`config.mk`:
```
export PLATFORM = sky130hd
export DESIGN_NAME = encoder_channel_ctrl
export DESIGN_NICKNAME = d
export VERILOG_FILES = /design/src/rtl/encoder_channel_ctrl.sv
export SDC_FILE = /design/constraint.sdc
export NUM_CORES = 1
export LEC_CHECK = 0
export ABC_AREA = 0
export CAP_MARGIN = 5
export CORE_MARGIN = 2
export CORE_UTILIZATION = 49
export DETAILED_ROUTE_END_ITERATION = 7
export PLACE_DENSITY = 0.73
export RECOVER_POWER = 25
export SYNTH_ARGS = -nofsm -noshare
export SYNTH_HDL_FRONTEND = slang
export SYNTH_SLANG_ARGS = --single-unit
```
`constraint.sdc`:
```
create_clock -name clk -period 3.9 [get_ports clk]
set_input_delay 0.585 -clock clk [delete_from_list [all_inputs] [get_ports clk]]
set_output_delay 0.585 -clock clk [all_outputs]
set_load 0.01 [all_outputs]
```
`src/rtl/encoder_channel_ctrl.sv`:
```
// Routes one rotary encoder to num_ch saturating channel registers; a select
// button steps the focus and an optional idle timeout returns focus to channel 0.
//
// state | meaning
// IDLE  | button released, a rising edge advances the focus
// HELD  | button held, further focus steps suppressed until release
module encoder_channel_ctrl #(
    parameter int width        = 8,
    parameter int num_ch       = 3,
    parameter int idle_timeout = 0
) (
    input  logic                    clk,
    input  logic                    reset,
    input  logic [width-1:0]        enc_value,
    input  logic                    sel_button,
    output logic [2:0]              ch_sel,
    output logic [num_ch*width-1:0] ch_values,
    output logic                    update
);

    typedef enum logic {IDLE, HELD} sel_state_t;

    localparam logic [23:0]            TIMEOUT = 24'(idle_timeout);
    localparam logic signed [width+1:0] CH_MAX  = {2'b00, {width{1'b1}}};

    sel_state_t         sel_state;
    logic [width-1:0]   enc_prev;
    logic               btn_prev;
    logic [width-1:0]   delta_q;
    logic [2:0]         delta_ch;
    logic [width-1:0]   ch_mem [num_ch];
    logic [23:0]        idle_cnt;
    logic               idle_fired;

    logic [width-1:0]   delta_raw;
    logic               sel_edge;
    logic               activity;
    logic               expire;
    logic [width-1:0]   cur_val;
    logic [width-1:0]   next_val;
    logic signed [width+1:0] sum;

    assign delta_raw = enc_value - enc_prev;
    assign sel_edge  = (sel_state == IDLE) && sel_button && !btn_prev;
    assign activity  = (delta_raw != '0) || sel_edge;
    assign expire    = (idle_timeout != 0) && (idle_cnt == TIMEOUT) && !idle_fired && !activity;

    // The delta is registered together with the channel focused when it was
    // sampled, so a focus step on the same edge cannot redirect it.
    always_comb begin
        cur_val = '0;
        for (int k = 0; k < num_ch; k++) begin
            if (delta_ch == 3'(k)) cur_val = ch_mem[k];
        end
        sum = $signed({2'b00, cur_val}) + $signed({{2{delta_q[width-1]}}, delta_q});
        if (sum[width+1])
            next_val = '0;
        else if (sum > CH_MAX)
            next_val = '1;
        else
            next_val = sum[width-1:0];
    end

    always_ff @(posedge clk) begin
        if (reset) begin
            sel_state  <= IDLE;
            enc_prev   <= enc_value;
            btn_prev   <= sel_button;
            delta_q    <= '0;
            delta_ch   <= '0;
            ch_sel     <= '0;
            update     <= 1'b0;
            idle_cnt   <= '0;
            idle_fired <= 1'b0;
            for (int k = 0; k < num_ch; k++) ch_mem[k] <= '0;
        end else begin
            enc_prev <= enc_value;
            btn_prev <= sel_button;
            delta_q  <= delta_raw;
            delta_ch <= ch_sel;
            update   <= 1'b0;

            if (delta_q != '0) begin
                for (int k = 0; k < num_ch; k++) begin
                    if (delta_ch == 3'(k)) ch_mem[k] <= next_val;
                end
                update <= (next_val != cur_val);
            end

            case (sel_state)
                IDLE: if (sel_edge) sel_state <= HELD;
                HELD: if (!sel_button) sel_state <= IDLE;
                default: sel_state <= IDLE;
            endcase

            if (sel_edge)
                ch_sel <= (ch_sel == 3'(num_ch - 1)) ? 3'd0 : ch_sel + 3'd1;
            else if (expire)
                ch_sel <= '0;

            // Counter saturates at the timeout; idle_fired limits the forced
            // return to one per idle period.
            if (activity) begin
                idle_cnt   <= '0;
                idle_fired <= 1'b0;
            end else begin
                if (idle_cnt < TIMEOUT) idle_cnt <= idle_cnt + 24'd1;
                if (expire) idle_fired <= 1'b1;
            end
        end
    end

    for (genvar g = 0; g < num_ch; g++) begin : g_out
        assign ch_values[g*width +: width] = ch_mem[g];
    end

endmodule

```
Word-level counts from Yosys, hierarchy flattened:

Memory sizes are Yosys's and may differ from the RTL's.
Cells that the tools add are included.

* bits in writable memories: 24
* memories: 1
* output and inout bits: 28
* logic and storage cells: 53
* bits in registers: 25

Memory list
* ch_mem: words 3, width 8, rd ports 3, clocked after memory_dff 0, write ports 3, RTL line 31 `logic [width-1:0] ch_mem [num_ch];`

* eq/ne operators: 4
* reductions and logical operators: 6
* magnitude comparators: 1
* $add $sub $neg: 3
* mux-type cells: 26
* bitwise logic cells: 5

Operators with widths (count)
* $mux W8: 8
* $mux W1: 16
* $add A9 B8 Y10: 1
* $gt A10 B9 Y1 const B: 1
* $ne A8 B8 Y1: 1
* $reduce_bool A8 Y1: 1
* $sub A8 B8 Y8: 1
* $eq A3 B2 Y1 const B: 2
* $add A3 B1 Y3 const B: 1
* $eq A3 B1 Y1 const B: 1
* $logic_not A3 Y1: 1
* $mux W3: 1
* $or A1 B1 Y1: 3
* $logic_and A1 B1 Y1: 2
* $not A1 Y1: 2
* $pmux W1 S2: 1
* $reduce_or A2 Y1: 1
* $logic_not A1 Y1: 1

Logic depth before layout (Yosys ltp):

Gate-level depths: netlist of run 1.

* depth after elaboration: 9
* depth in mapped cells: 18

Worst setup path after synthesis of run 1:

Ideal clock, no wire load.

* path kind: flip-flop to flip-flop
* start: reg delta_ch[1]
* end: reg update
* setup time: 0.134 ns
* stages on the path, launching flop included: 15
* buffers on the path: 2
* data arrival time: 3.653 ns
* setup slack: 0.113 ns
* clock period less this slack: 3.787 ns
* path through: dfxtp_1 > buf_4 > clkbuf_1 > mux2_2 > o21ai_0 > inv_1 > ha_1 > a21oi_1 > o221ai_2 > or2_4 > xnor2_4 > or4_1 > a311o_1 > a311oi_2 > a311oi_1

* word-level cells in the longest chain between the ends: 9
* elaborated cells on any way between the ends: 11
* those cells by class: add/sub (1); order compare (1); eq/ne (3); mux (5); reduce/logical (1)

RTL lines
* start, declared: RTL line 30 `logic [2:0] delta_ch;`
* start signal, assigned: RTL line 80 `delta_ch <= ch_sel;`
* $logic_not A3 Y1: RTL line 53 `if (delta_ch == 3'(k)) cur_val = ch_mem[k];`
* $mux W8 (2 in series): RTL line 53
* $mux W8 *: RTL line 53
* $add A9 B8 Y10: RTL line 55 `sum = $signed({2'b00, cur_val}) + $signed({{2{delta_q[width-1]}}, delta_q});`
* $gt A10 B9 Y1: RTL line 58 `else if (sum > CH_MAX)`
* $mux W8: RTL line 58
* $mux W8: RTL line 56 `if (sum[width+1])`
* $ne A8 B8 Y1 *: RTL line 87 `update <= (next_val != cur_val);`
* end signal, assigned: RTL line 87
* end, declared: RTL line 18 `output logic update`

Every way passes the cells marked *; elsewhere a longest branch is shown, timed or not.
A chain may end at the register's enable or synchronous reset.

Final worst setup path of run 1:

Ends and elaborated chain as after synthesis.

==> results.json, run 1 <==
{
  "diodes": 0,
  "yosys_most_used_dff": "dfxtp_1",
  "rrSetupSlack_ns": 0.33,
  "hold_viol_final": 0,
  "async_flop_share_pct": 0,
  "fillers": 477,
  "layout-drive-gt1-share_pct": 9.67,
  "hp-start": "enc_prev[0]$_DFF_P_",
  "syn2layout_area_growth_pct": 23.2,
  "stdcell_count": 403,
  "insertion_delay_ns": 0.31,
  "slew_headroom_pct": 59.9,
  "synth-edff-count": 24,
  "grt_pass1_vias": 2064,
  "antenna_found_initial": 0,
  "ys_types": 57,
  "reg2regPathDepth": 15,
  "worst_slew_pin_slew_ns": 0.596,
  "dp_hpwl_um": 4430,
  "die_w_um": 79.0,
  "postCtsSetupBuffers": 0,
  "synth_compound_area_share_pct": 15.2,
  "dieArea_mm2": 0.00624,
  "cp.required_ns": 4.07,
  "rsz0062_at_grt": "no",
  "cp_max_fo": 11,
  "htree_levels": 2,
  "synth-simple-area-share_pct": 18.3,
  "rows": 27,
  "vias": 2204,
  "dp_cells": 395,
  "p_per_area_mw_per_mm2": 536,
  "numPortBuffers": 38,
  "yosysSeqAreaShare_pct": 44.3,
  "cts.clk_slew.worst_paths_ns": 0.10,
  "gr-usage-all-layers_pct": 19.3,
  "r2r_end": "update$_SDFF_PP0_",
  "syn_avg_cell_area_um2": 9.77,
  "wl_um": 5590,
  "cts_num_sinks": 49,
  "initial_core_util_pct": 50.3,
  "routed_via_density": 5.47,
  "grt_pass1_wl_um": 9290,
  "end_kind": "flop",
  "power.leakage_nw": 1.39,
  "nNetsFinal": 359,
  "setup_violations": 0,
  "clockBufferDepth": 2,
  "ys_ff_latch": 49,
  "cts-root-buf": "clkbuf_8",
  "arrival_ns": 3.74,
  "gp_congestion": 0.959,
  "grt_max_degree": 18,
  "hold_buffers": 0,
  "synthCells": 282,
  "antenna_left": 0,
  "hold_path_depth": 2,
  "status": "complete, no violations",
  "slew_violations": 0,
  "overflow": 0,
  "synth-xor-area-share_pct": 4.50,
  "synth_fa_ha_area_share_pct": 8.72,
  "ir_drop_mv": 0.252,
  "synth_area_mm2": 0.00275,
  "drt_iter0_markers": 173,
  "firstDrtPassIters": 4,
  "synth.area.top_cells": "edfxtp_1 (26%), dfxtp_1 (18%), ha_1 (7.3%), nor2_1 (5.0%), mux2i_1 (3.6%)",
  "drt-wirelength-per-cell_um": 13.9,
  "drc_errors": 0,
  "hold_end": "delta_q[0]$_SDFF_PP0_",
  "synth_largest_area_cell": "edfxtp_1",
  "synth_top_area_share_pct": 26.2,
  "criticalPathCategory": "reg2reg",
  "cts_tree": "done",
  "fin_crit_ns": 3.57,
  "core_mm2": 0.00547,
  "setup-tns-final_ns": 0,
  "worstHoldPathType": "reg2reg",
  "ioPinCount": 39,
  "cts_buffers": 5,
  "muxShareOfSynthArea_pct": 4.45,
  "start_kind": "flop",
  "ys_warn_count": 0,
  "max_cap_viol_count": 0,
  "fmax_mhz": 280,
  "syn_nets": 311,
  "fin_skew_ns": 0.0170,
  "min_period_over_period_pct": 91.6,
  "synth_top_family_by_area": "simple AND/OR/NAND/NOR gates",
  "r2r-start": "delta_ch[1]$_SDFF_PP0_",
  "die_h_um": 79.0
}
cells in the final DEF, fill, tap and decap left out, types with 3 or more instances in the layout:
cell type / count
o21ai_0: 10
a21oi_1: 19
nand2_1: 15
or4_1: 3
xor2_1: 7
o211ai_1: 5
edfxtp_1: 24
clkbuf_8: 5
nor3b_1: 3
xnor2_1: 4
inv_1: 25
o31ai_1: 3
dfxtp_1: 24
nand3_1: 3
nor2b_1: 5
nor4_1: 3
nor3_1: 8
nor2_1: 37
mux2i_1: 10
ha_1: 16
clkdlybuf4s50_1: 20
buf_4: 10
dlygate4sd3_1: 18
nand2b_1: 6
flip-flops by register name, indices dropped and copies added, names as in the netlist:
name,flops
delta_ch,3
ch_mem,24
delta_q,8
sel_state,1
ch_sel,3
update,1
btn_prev,1
enc_prev,8
critical path, stage by stage (launching register included):
cell and delay [ns]:
dfxtp_4 0.40, nor2b_4 0.19, a21oi_1 0.10, nor2_1 0.24, ha_1 0.28, inv_1 0.08, fa_1 0.40, nand2b_1 0.18
a21oi_1 0.22, buf_4 0.16, mux2i_1 0.30, nor2_1 0.13, nor4_1 0.35, o211ai_1 0.12, o21ai_0 0.14, a311oi_1 0.14
worst max path at each step:
stage	from	endpoint	slack (ns)	cells past startpoint
finish	delta_ch[1]$_SDFF_PP0_	update$_SDFF_PP0_	0.33	15
global route	delta_ch[0]$_SDFF_PP0_	update$_SDFF_PP0_	0.03	15
CTS	delta_ch[1]$_SDFF_PP0_	update$_SDFF_PP0_	0.07	14
detailed placement	delta_ch[1]$_SDFF_PP0_	update$_SDFF_PP0_	0.09	14
global placement	delta_ch[1]$_SDFF_PP0_	update$_SDFF_PP0_	0.20	14
floorplan	delta_ch[1]$_SDFF_PP0_	update$_SDFF_PP0_	0.11	14
cells by family (layout without fill, tap and decap cells):
logic type / after synthesis / in the layout
mux: 12 / 12
flops: 49 / 49
fa+ha+maj: 18 / 18
xor+xnor: 12 / 12
compound gates: 61 / 61
buf+inv: 32 / 81
simple gates: 98 / 98
through the flow:
| stage | cell area [um^2] | hold slack [ns] | power, mW | utilization, % | worst slack, ns |
|---|---|---|---|---|---|
| global placement | 3270 | 0.501 | 1.44 | 59.7 | 0.199 |
| floorplan | 2750 | 0.478 | 1.19 | - | 0.113 |
| finish | 3390 | 0.515 | 1.82 | 62.0 | 0.328 |
| global route | 3390 | 0.544 | 1.94 | 62.0 | 0.0268 |
| detailed placement | 3270 | 0.492 | 1.46 | 59.7 | 0.0936 |
| CTS | 3380 | 0.519 | 1.83 | 61.8 | 0.0692 |
Yosys cell counts (all sizes together), types with 3 or more instances:
cell and n:
ha 16, nor3 9, o31ai 3, nor3b 3, or2 3, mux2i 10, edfxtp 24, nand2b 6
inv 25, xor2 7, a21oi 19, nand3 4, o211ai 5, dfxtp 25, or4 3, xnor2 5
clkbuf 5, nor2 37, nor2b 6, nand2 15, nor4 3, a311oi 3, o21ai 11
timing repair:
action	CTS	global route
endpoints found under the setup margin	0	1
hold endpoints to repair	0	0
gates resized for setup	0	4
where the power goes:
part           leakage, nW  internal (mW)  switching (mW)
registers            0.467          0.637          0.0415
clock network       0.0591          0.196           0.176
logic                0.862          0.340           0.431
total                 1.39           1.17           0.648
area by class of cell:
type | count | area, um^2 | share of cell area [%]
Clock buffer | 5 | 68.8 | 2.03
Sequential cell | 49 | 1220 | 36.1
Inverter | 25 | 93.8 | 2.77
Timing Repair Buffer | 48 | 455 | 13.4
Clock inverter | 3 | 47.5 | 1.40
Multi-Input combinational cell | 201 | 1410 | 41.6
Tap cell | 72 | 90.1 | 2.65
metal layers:
layer / share of wire (%) / vias up / GRT usage (%)
met5: 0 / - / 0
met4: 2.3 / 0 / 7.24
met3: 5.4 / 13 / 4.20
met2: 49 / 74 / 33.9
met1: 43 / 1004 / 23.0
li1: - / 1113 / -
(Power assumes the default switching activity.)
==> run 2, diff against run 1 <==
Settings changed: TNS_END_PERCENT set to 5.
==> results of run 2 <==
The final DEF is identical to that of run 1; final timing and power are the same.
==> RTL change: new RTL, settings of run 1 <==
`num_ch`: 3 -> 2.
--- a/src/rtl/encoder_channel_ctrl.sv
+++ b/src/rtl/encoder_channel_ctrl.sv
@@ -7,5 +7,5 @@
 module encoder_channel_ctrl #(
     parameter int width        = 8,
-    parameter int num_ch       = 3,
+    parameter int num_ch       = 2,
     parameter int idle_timeout = 0
 ) (
Interface: changed (resized ch_values); port bits go from 39 to 31. The function was not compared with the original's and may differ.
==> RTL change against run 1 <==
- sequential share of layout area is 4.7 points lower
- die area is 1.6% lower
- sequential cell count is 8 lower
- setup slack worse by 160 ps
- design area is 8.0% lower
- fmax is 4.4% lower
- area after synthesis is 1.7% lower
- clock skew is 6.2 ps lower
- power is 3.3% lower
- worst hold slack worse by 8.4 ps
- sequential power is 16% lower
- critical path depth is 4 lower
- non-clock buffer count is 14 lower
- wire length is 3.7% higher
- critical endpoint unchanged
==> RTL change: results (changes against run 1) <==
| Metric | Value |
|---|---|
| Fraction of area in multi-input gates | `50.28% (was 41.63%)` |
| Worst slew margin | `15.39% (was 59.94%)` |
| Number of clock buffers in the layout | `6 (was 5)` |
| Synth area leaders | `dfxtp_1 (18%), edfxtp_1 (18%), ha_1 (7.4%) (was edfxtp_1 (26%), dfxtp_1 (18%), ha_1 (7.3%))` |
| Status | `finished, final reports clean (unchanged)` |
| Crit-path max FO | `12 (was 11)` |
| Seq/total area | `31.41% (was 36.10%)` |
| Critical path data arrival time | `3920 ps (was 3740 ps)` |
| Filler instances | `503 (was 477)` |
| Met2 wire length | `2.784 mm (was 2.754 mm)` |
| Clk_lat worst skew | `290 ps (was 310 ps)` |
| Total Routing Usage GR | `19.71% (was 19.27%)` |
| Multi-input gates | `218 (was 201)` |
| Largest net degree at the start of global routing | `17 (was 18)` |
| Sequential cell fraction of total power | `32.5% (was 37.3%)` |
| Clock network area share | `2.684% (was 3.429%)` |
| Number of flops mapped to enable cells by yosys | `16 (was 24)` |
| CP max-delay cell | `dfxtp_1 (was dfxtp_4)` |
| Post-DP HPWL | `4.487 mm (was 4.429 mm)` |
| Met3 usage | `4.598% (was 4.205%)` |
| GRT met2 Usage | `32.16% (was 33.90%)` |
| Top delay family on crit path | `compound AO/OA/AOI/OAI gates (was simple AND/OR/NAND/NOR gates)` |
| 1st-pass router iterations | `5 (was 4)` |
| Synth Instances | `291 (was 282)` |
| Met1 Usage GRT | `25.73% (was 22.99%)` |
| Post-Syn Nets | `320 (was 311)` |
| Detailed router's first-iteration violation count | `147 (was 173)` |
| Post-synthesis cell type count | `62 (was 57)` |
| CTS clk-pin slew, worst paths | `80 ps (was 100 ps)` |
| Clock group | `262 uW (was 371 uW)` |
[RTL change: cell count changes after synthesis, sizes merged, moves of 4 or more]
cell	before	now
inv	25	18
nor3	9	5
a211oi	2	7
buf	2	10
edfxtp	24	16
a21oi	19	14
o211ai	5	9
and2	1	5
nand2	15	21
[RTL change: cells by family after synthesis]
family	share of synthesized area (%)
XOR/XNOR	3.514
AO/OA/AOI/OAI	20.34
adder cells (fa/ha/maj)	8.877
buffers and inverters	5.963
flip-flops	36.25
multiplexers	3.791
AND/OR/NAND/NOR	21.27
[RTL change: final timing paths]
kind	start	endpoint	slack (ps)	cells after the start
max reg2reg	delta_ch[0]	update	160	11
min	enc_prev[0]	delta_q[0]	510	2
min reg2reg	enc_prev[0]	delta_q[0]	510	2
max	delta_ch[0]	update	160	11
[RTL change: worst min-delay path, stage by stage, from the launching register on]
cell and delay (ps):
dfxtp_1 310, ha_1 110, nor2_1 40
